## src/rtl/brq_pkg.sv

```systemverilog
// ----------------------------------------------------------------------------
// brq_pkg
// Shared types and constants for the FPU controller slice:
//   - fpu_ctrl_state_e : controller FSM states
//   - RM_*             : RISC-V rounding-mode encodings (RNE..RMM, DYN)
//   - FFLAG_*          : bit positions inside the 5-bit fflags vector
//   - rm_is_legal()    : legality of an already-resolved rounding mode
// ----------------------------------------------------------------------------
package brq_pkg;

  typedef enum logic [1:0] {
    ST_IDLE  = 2'd0,
    ST_ISSUE = 2'd1,
    ST_WAIT  = 2'd2,
    ST_WB    = 2'd3
  } fpu_ctrl_state_e;

  localparam logic [2:0] RM_RNE = 3'd0;
  localparam logic [2:0] RM_RTZ = 3'd1;
  localparam logic [2:0] RM_RDN = 3'd2;
  localparam logic [2:0] RM_RUP = 3'd3;
  localparam logic [2:0] RM_RMM = 3'd4;
  localparam logic [2:0] RM_DYN = 3'd7;

  // fflags layout {NV,DZ,OF,UF,NX}
  localparam int FFLAG_NX = 0;
  localparam int FFLAG_UF = 1;
  localparam int FFLAG_OF = 2;
  localparam int FFLAG_DZ = 3;
  localparam int FFLAG_NV = 4;

  // After DYN substitution only RNE..RMM are usable; 5, 6 and 7 are reserved.
  function automatic logic rm_is_legal(input logic [2:0] rm);
    return (rm <= RM_RMM);
  endfunction

endpackage

```

## src/rtl/brq_fpu_rm_resolve.sv

```systemverilog
// ----------------------------------------------------------------------------
// brq_fpu_rm_resolve
// Combinational rounding-mode resolution. A DYN instruction rm takes the
// frm CSR value; the resolved value is then checked for legality.
// Ports:
//   dec_rm_i  [2:0] : instruction rm field
//   frm_csr_i [2:0] : CSR frm value
//   rm_o      [2:0] : resolved rounding mode
//   legal_o         : 1 when rm_o is RNE..RMM
// ----------------------------------------------------------------------------
module brq_fpu_rm_resolve
  import brq_pkg::*;
(
  input  logic [2:0] dec_rm_i,
  input  logic [2:0] frm_csr_i,
  output logic [2:0] rm_o,
  output logic       legal_o
);

  logic [2:0] w_rm;

  assign w_rm    = (dec_rm_i == RM_DYN) ? frm_csr_i : dec_rm_i;
  assign rm_o    = w_rm;
  assign legal_o = rm_is_legal(w_rm);

endmodule

```

## src/rtl/brq_fpu_ctrl.sv

```systemverilog
// ----------------------------------------------------------------------------
// brq_fpu_ctrl
// Sequences one FP instruction at a time through an external FPU:
// accept from decoder, issue to FPU, wait for the result, write back
// result and fflags, with rounding-mode checking, a timeout and flush.
//
// Handshakes: every valid/ready pair transfers on a rising clk edge where
// both are high. A valid, once raised, stays high with stable payload until
// the transfer; ready may be raised or dropped freely.
//
// Ports:
//   clk_i, rst_ni                 : clock, async active-low reset
//   dec_valid_i/dec_ready_o       : instruction handshake from decoder
//   dec_rm_i, dec_rd_i, dec_fp_wb_i : instruction rm, rd, FP/int regfile select
//   frm_csr_i                     : CSR frm for DYN rounding
//   fpu_in_valid_o/fpu_in_ready_i : FPU issue handshake, fpu_rm_o = rm
//   fpu_out_valid_i/fpu_out_ready_o, fpu_result_i, fpu_status_i : FPU result
//   fpu_flush_o, flush_i          : flush out to FPU / pipeline flush in
//   wb_valid_o, wb_fp_o, wb_rd_o, wb_data_o : writeback
//   fflags_we_o, fflags_o         : fflags accrual
//   illegal_rm_o, timeout_o       : one-cycle error pulses
//   busy_o                        : operation in flight
//   dbg_state_o                   : current FSM state (fpu_ctrl_state_e)
// ----------------------------------------------------------------------------
module brq_fpu_ctrl
  import brq_pkg::*;
#(
  parameter int WIDTH   = 64,
  parameter int TIMEOUT = 64
) (
  input  logic             clk_i,
  input  logic             rst_ni,
  input  logic             dec_valid_i,
  output logic             dec_ready_o,
  input  logic [2:0]       dec_rm_i,
  input  logic [4:0]       dec_rd_i,
  input  logic             dec_fp_wb_i,
  input  logic [2:0]       frm_csr_i,
  output logic             fpu_in_valid_o,
  input  logic             fpu_in_ready_i,
  output logic [2:0]       fpu_rm_o,
  input  logic             fpu_out_valid_i,
  output logic             fpu_out_ready_o,
  input  logic [WIDTH-1:0] fpu_result_i,
  input  logic [4:0]       fpu_status_i,
  output logic             fpu_flush_o,
  input  logic             flush_i,
  output logic             wb_valid_o,
  output logic             wb_fp_o,
  output logic [4:0]       wb_rd_o,
  output logic [WIDTH-1:0] wb_data_o,
  output logic             fflags_we_o,
  output logic [4:0]       fflags_o,
  output logic             illegal_rm_o,
  output logic             timeout_o,
  output logic             busy_o,
  output logic [1:0]       dbg_state_o
);

  localparam int CNT_W = $clog2(TIMEOUT + 1);
  localparam logic [CNT_W-1:0] CNT_MAX  = CNT_W'(TIMEOUT);
  localparam logic [CNT_W-1:0] CNT_LAST = CNT_W'(TIMEOUT - 1);

  fpu_ctrl_state_e  r_state;
  logic [CNT_W-1:0] r_cnt;
  logic [4:0]       r_rd;
  logic             r_fp_wb;
  logic [2:0]       r_rm;
  logic [WIDTH-1:0] r_data;
  logic [4:0]       r_status;
  logic             r_illegal;
  logic             r_timeout;

  logic [2:0] w_rm;
  logic       w_rm_legal;
  logic       w_accept;
  logic       w_capture;
  logic       w_in_flight;

  brq_fpu_rm_resolve u_rm_resolve (
    .dec_rm_i  (dec_rm_i),
    .frm_csr_i (frm_csr_i),
    .rm_o      (w_rm),
    .legal_o   (w_rm_legal)
  );

  assign w_in_flight = (r_state == ST_ISSUE) || (r_state == ST_WAIT);

  // rst_ni gates the ready so the decoder sees no acceptance during reset.
  assign dec_ready_o     = rst_ni && (r_state == ST_IDLE) && !flush_i;
  assign fpu_in_valid_o  = (r_state == ST_ISSUE) && !flush_i;
  assign fpu_out_ready_o = w_in_flight && !flush_i;
  assign fpu_rm_o        = r_rm;
  assign fpu_flush_o     = rst_ni && (flush_i || r_timeout);

  assign w_accept  = dec_valid_i && dec_ready_o;
  assign w_capture = fpu_out_valid_i && fpu_out_ready_o;

  assign wb_valid_o   = (r_state == ST_WB) && !flush_i;
  assign fflags_we_o  = (r_state == ST_WB) && !flush_i;
  assign wb_fp_o      = r_fp_wb;
  assign wb_rd_o      = r_rd;
  assign wb_data_o    = r_data;
  assign fflags_o     = r_status;
  assign illegal_rm_o = r_illegal;
  assign timeout_o    = r_timeout;
  assign busy_o       = (r_state != ST_IDLE);
  assign dbg_state_o  = r_state;

  always_ff @(posedge clk_i or negedge rst_ni) begin
    if (!rst_ni) begin
      r_state   <= ST_IDLE;
      r_cnt     <= '0;
      r_rd      <= '0;
      r_fp_wb   <= 1'b0;
      r_rm      <= '0;
      r_data    <= '0;
      r_status  <= '0;
      r_illegal <= 1'b0;
      r_timeout <= 1'b0;
    end else begin
      r_illegal <= 1'b0;
      r_timeout <= 1'b0;
      if (flush_i) begin
        r_state <= ST_IDLE;
      end else begin
        case (r_state)
          ST_IDLE: begin
            if (w_accept) begin
              if (w_rm_legal) begin
                r_rd    <= dec_rd_i;
                r_fp_wb <= dec_fp_wb_i;
                r_rm    <= w_rm;
                r_cnt   <= '0;
                r_state <= ST_ISSUE;
              end else begin
                // Instruction is consumed but never reaches the FPU.
                r_illegal <= 1'b1;
              end
            end
          end
          ST_ISSUE, ST_WAIT: begin
            // A result on the issue-handshake cycle skips WAIT entirely.
            if (w_capture) begin
              r_data   <= fpu_result_i;
              r_status <= fpu_status_i;
              r_state  <= ST_WB;
            end else if (r_cnt == CNT_LAST) begin
              r_cnt     <= CNT_MAX;
              r_timeout <= 1'b1;
              r_state   <= ST_IDLE;
            end else begin
              r_cnt <= r_cnt + 1'b1;
              if ((r_state == ST_ISSUE) && fpu_in_ready_i) begin
                r_state <= ST_WAIT;
              end
            end
          end
          ST_WB: begin
            r_state <= ST_IDLE;
          end
          default: begin
            r_state <= ST_IDLE;
          end
        endcase
      end
    end
  end

endmodule

```

## config.mk

```make
export PLATFORM = sky130hd
export DESIGN_NAME = brq_fpu_ctrl
export DESIGN_NICKNAME = d
export VERILOG_FILES = /design/src/rtl/brq_pkg.sv /design/src/rtl/brq_fpu_rm_resolve.sv /design/src/rtl/brq_fpu_ctrl.sv
export SDC_FILE = /design/constraint.sdc
export NUM_CORES = 1
export LEC_CHECK = 0
export ABC_AREA = 1
export BUFFER_PORTS_ARGS = -buffer_cell sky130_fd_sc_hd__buf_2
export CORE_ASPECT_RATIO = 1.75
export CORE_UTILIZATION = 40
export CTS_BUF_LIST = sky130_fd_sc_hd__clkbuf_4 sky130_fd_sc_hd__clkbuf_8
export DETAILED_ROUTE_END_ITERATION = 10
export GPL_ROUTABILITY_DRIVEN = 0
export PLACE_DENSITY_LB_ADDON = 0.25
export SLEW_MARGIN = 40
export SYNTH_ARGS = -nofsm -noshare
export SYNTH_HDL_FRONTEND = slang
export SYNTH_SLANG_ARGS = --single-unit
```

## constraint.sdc

```tcl
create_clock -name clk_i -period 1.7 [get_ports clk_i]
set_input_delay 0.34 -clock clk_i [delete_from_list [all_inputs] [get_ports clk_i]]
set_output_delay 0.34 -clock clk_i [all_outputs]
set_load 0.03 [all_outputs]
```

==> results.yml <==
power:
  vdd_ir_drop_max_uv: 1257
  power_per_cell_area_nw_per_um2: 2036
  power.leakage_nw: 3.155
  power_mw: 11.55
clock_tree:
  root_buffer: "clkbuf_8"
  cts_buffer_depth: 2
  htreeDepth: 3
  clock_latency_ps: 360
  cts_tree: "yes"
  clk_pin_slew_ps: 90
  clock_sinks: 89
  cts_made_buffers: 9
  cts_hold_buf: 0
sta:
  tightest_slew_ps: 566.7
  slew_viol_final: 0
  relSlewSlack_pct: 62.22
  setup_viol: 18
  worst_slack_ps: -14.80
  max_freq_mhz: 583.2
  hold_violations: 0
  fin_crit_ps: 1715
  fin_crit_sh_pct: 100.9
  rsz0062_at_grt: "yes"
  setup_tns_ps: -113.2
  fin_skew_ps: 12.81
drt:
  vias: 3052
  viasPerCell: 4.814
  drtPass1Iterations: 4
  drc_errors: 0
  wl_per_cell_um: 16.61
  drtIter0Drc: 163
  ant_nets: 0
  drt-total-wl_um: 10530
floorplan:
  die_y_um: 129.6
  ios: 176
  initial_core_util_pct: 41.18
  die_area_um2: 9708
  num_rows: 46
  design.core.area_um2: 9036
  die_x_um: 74.91
final_layout:
  antenna_cells: 0
  fillers: 724
  fin_nets: 601
  final_core_util_pct: 62.81
  area_growth_pct: 52.52
  drive_above_1_share_pct: 60.51
synth:
  synth_edf_count: 0
  synth_cell_types: 28
  syn-instance-count: 303
  ys_async_sr_fraction_pct: 100.0
  ys_seq_area_share_pct: 59.85
  syn_area_um2: 3721
  ys_warn_count: 0
  ys.flop_type: "dfrtp_1"
  ys_ff_latch: 89
  synthesis.nets: 395
  syn-mean-instance-area_um2: 12.28
global_route:
  grt_pass1_wl_um: 13230
  antenna_found_initial: 0
  grt_pass1_vias: 2828
  track_usage_pct: 18.47
  grt_max_degree: 63
  grt_overflow: 0
run:
  max_cap_viol_count: 0
worst_setup_path:
  cp_data_required_time_ps: 1950
  reg2regPathDepth: 7
  rrSetupSlack_ps: -10
  end_kind: "flop"
  critical_path_class: "reg -> reg"
  worstPathMaxFanout: 9
  cp-start-kind: "flop"
  worstPathArrival_ps: 1960
min_path:
  hp-class: "in -> async"
place:
  dp_hpwl_um: 6603
  port_buffers: 175
status:
  violations: "negative setup slack"
  outcome: "finished, violations left"
-- cells in the final DEF, fill, tap and decap left out, types with 7 or more instances in the layout --
cell type	n
buf_4	14
nor2_1	13
mux2_4	64
o21ai_1	8
buf_2	169
nand3_1	16
clkbuf_8	10
inv_1	17
dfrtp_1	87
clkbuf_16	7
nand2_1	44
-- stage by stage --
step                cell area [um^2]  hold WS [ps]  setup WS, ps  std cells
floorplan                       3756         44.41        -90.42        303
global placement                4805         409.1         123.7        595
detailed placement              4805         409.8         97.78        595
CTS                             5074         4.178        -41.57        617
global route                    5675         27.52        -89.02        634
finish                          5675         27.53        -14.80        634
-- per-layer routing --
layer	vias to the layer above	part of all wire, %	GRT usage [%]
met5	-	0	0
met4	0	2.2	10.65
met3	15	4.0	3.421
met2	102	57	34.13
met1	1507	36	18.57
li1	1428	-	-
-- timing repair --
item	4_1_cts	5_1_grt
setup buffers	6	5
cloned	0	12
gates resized for setup	7	85
pin swaps	3	4
endpoints found under the setup margin	4	92
-- worst max-delay path, cell delays in order, from the launching register on --
cell	delay [ps]
dfrtp_2	410
inv_4	50
ha_4	280
buf_6	120
buf_12	100
nand3_4	120
buf_8	190
mux2_1	310
-- Yosys cell counts, types with 2 or more instances --
library cell  count  share of area (%)
dfrtp_1          89                 60
mux2_1           69                 21
nand2_1          46                4.6
inv_1            20                2.0
nand3_1          18                2.4
nor2_1           14                1.4
buf_2             8                1.1
o21ai_1           8                1.1
ha_1              5                1.7
inv_2             4               0.40
a21oi_1           2               0.27
nand2_2           2               0.34
nand3_2           2               0.54
nand4_1           2               0.34
-- layout make-up --
cell class / instances / area, um^2 / area share (%)
multi-input cells: 180 / 1650 / 29.08
flip-flops and latches: 89 / 2230 / 39.29
clock inverters: 6 / 66.31 / 1.168
well taps: 120 / 150.1 / 2.646
clock buffers: 10 / 137.6 / 2.425
repair buffers: 204 / 1338 / 23.57
inverters: 25 / 103.9 / 1.830
-- sequential cells by signal, indices dropped and copies added (netlist names) --
register,count
wb_fp_o,1
timeout_o,1
dbg_state_o,2
wb_data_o,64
fflags_o,5
illegal_rm_o,1
r_cnt,7
fpu_rm_o,3
wb_rd_o,5
-- worst paths after layout --
path	start	to
min in group clk_i	fpu_result_i[63]	wb_data_o[63]
worst max register to register	dbg_state_o[1]	wb_data_o[43]
worst min register to register	wb_rd_o[3]	wb_rd_o[3]
worst min-delay path	rst_ni	wb_data_o[38]
max in group asynchronous	rst_ni	wb_data_o[58]
worst max-delay path	dbg_state_o[1]	wb_data_o[43]
-- where the power goes --
| part | total (mW) | switching, mW | internal [mW] | leakage, nW |
|---|---|---|---|---|
| Combinational | 6.46 | 3.66 | 2.80 | 1.97 |
| Clock | 1.48 | 0.752 | 0.725 | 0.107 |
| Sequential | 3.62 | 0.517 | 3.10 | 1.08 |
| Total | 11.6 | 4.93 | 6.63 | 3.16 |
-- logic make-up (layout without fill, tap and decap cells) --
| group | after synthesis | after routing | share of synthesized area (%) |
|---|---|---|---|
| multiplexers | 69 | 69 | 20.88 |
| buffers and inverters | 35 | 245 | 4.102 |
| AND/OR/NAND/NOR | 91 | 92 | 11.26 |
| adder cells (fa/ha/maj) | 5 | 5 | 1.681 |
| flip-flops | 89 | 89 | 59.85 |
| AO/OA/AOI/OAI | 13 | 13 | 1.984 |
| XOR/XNOR | 1 | 1 | 0.2354 |
(Power assumes the default switching activity.)
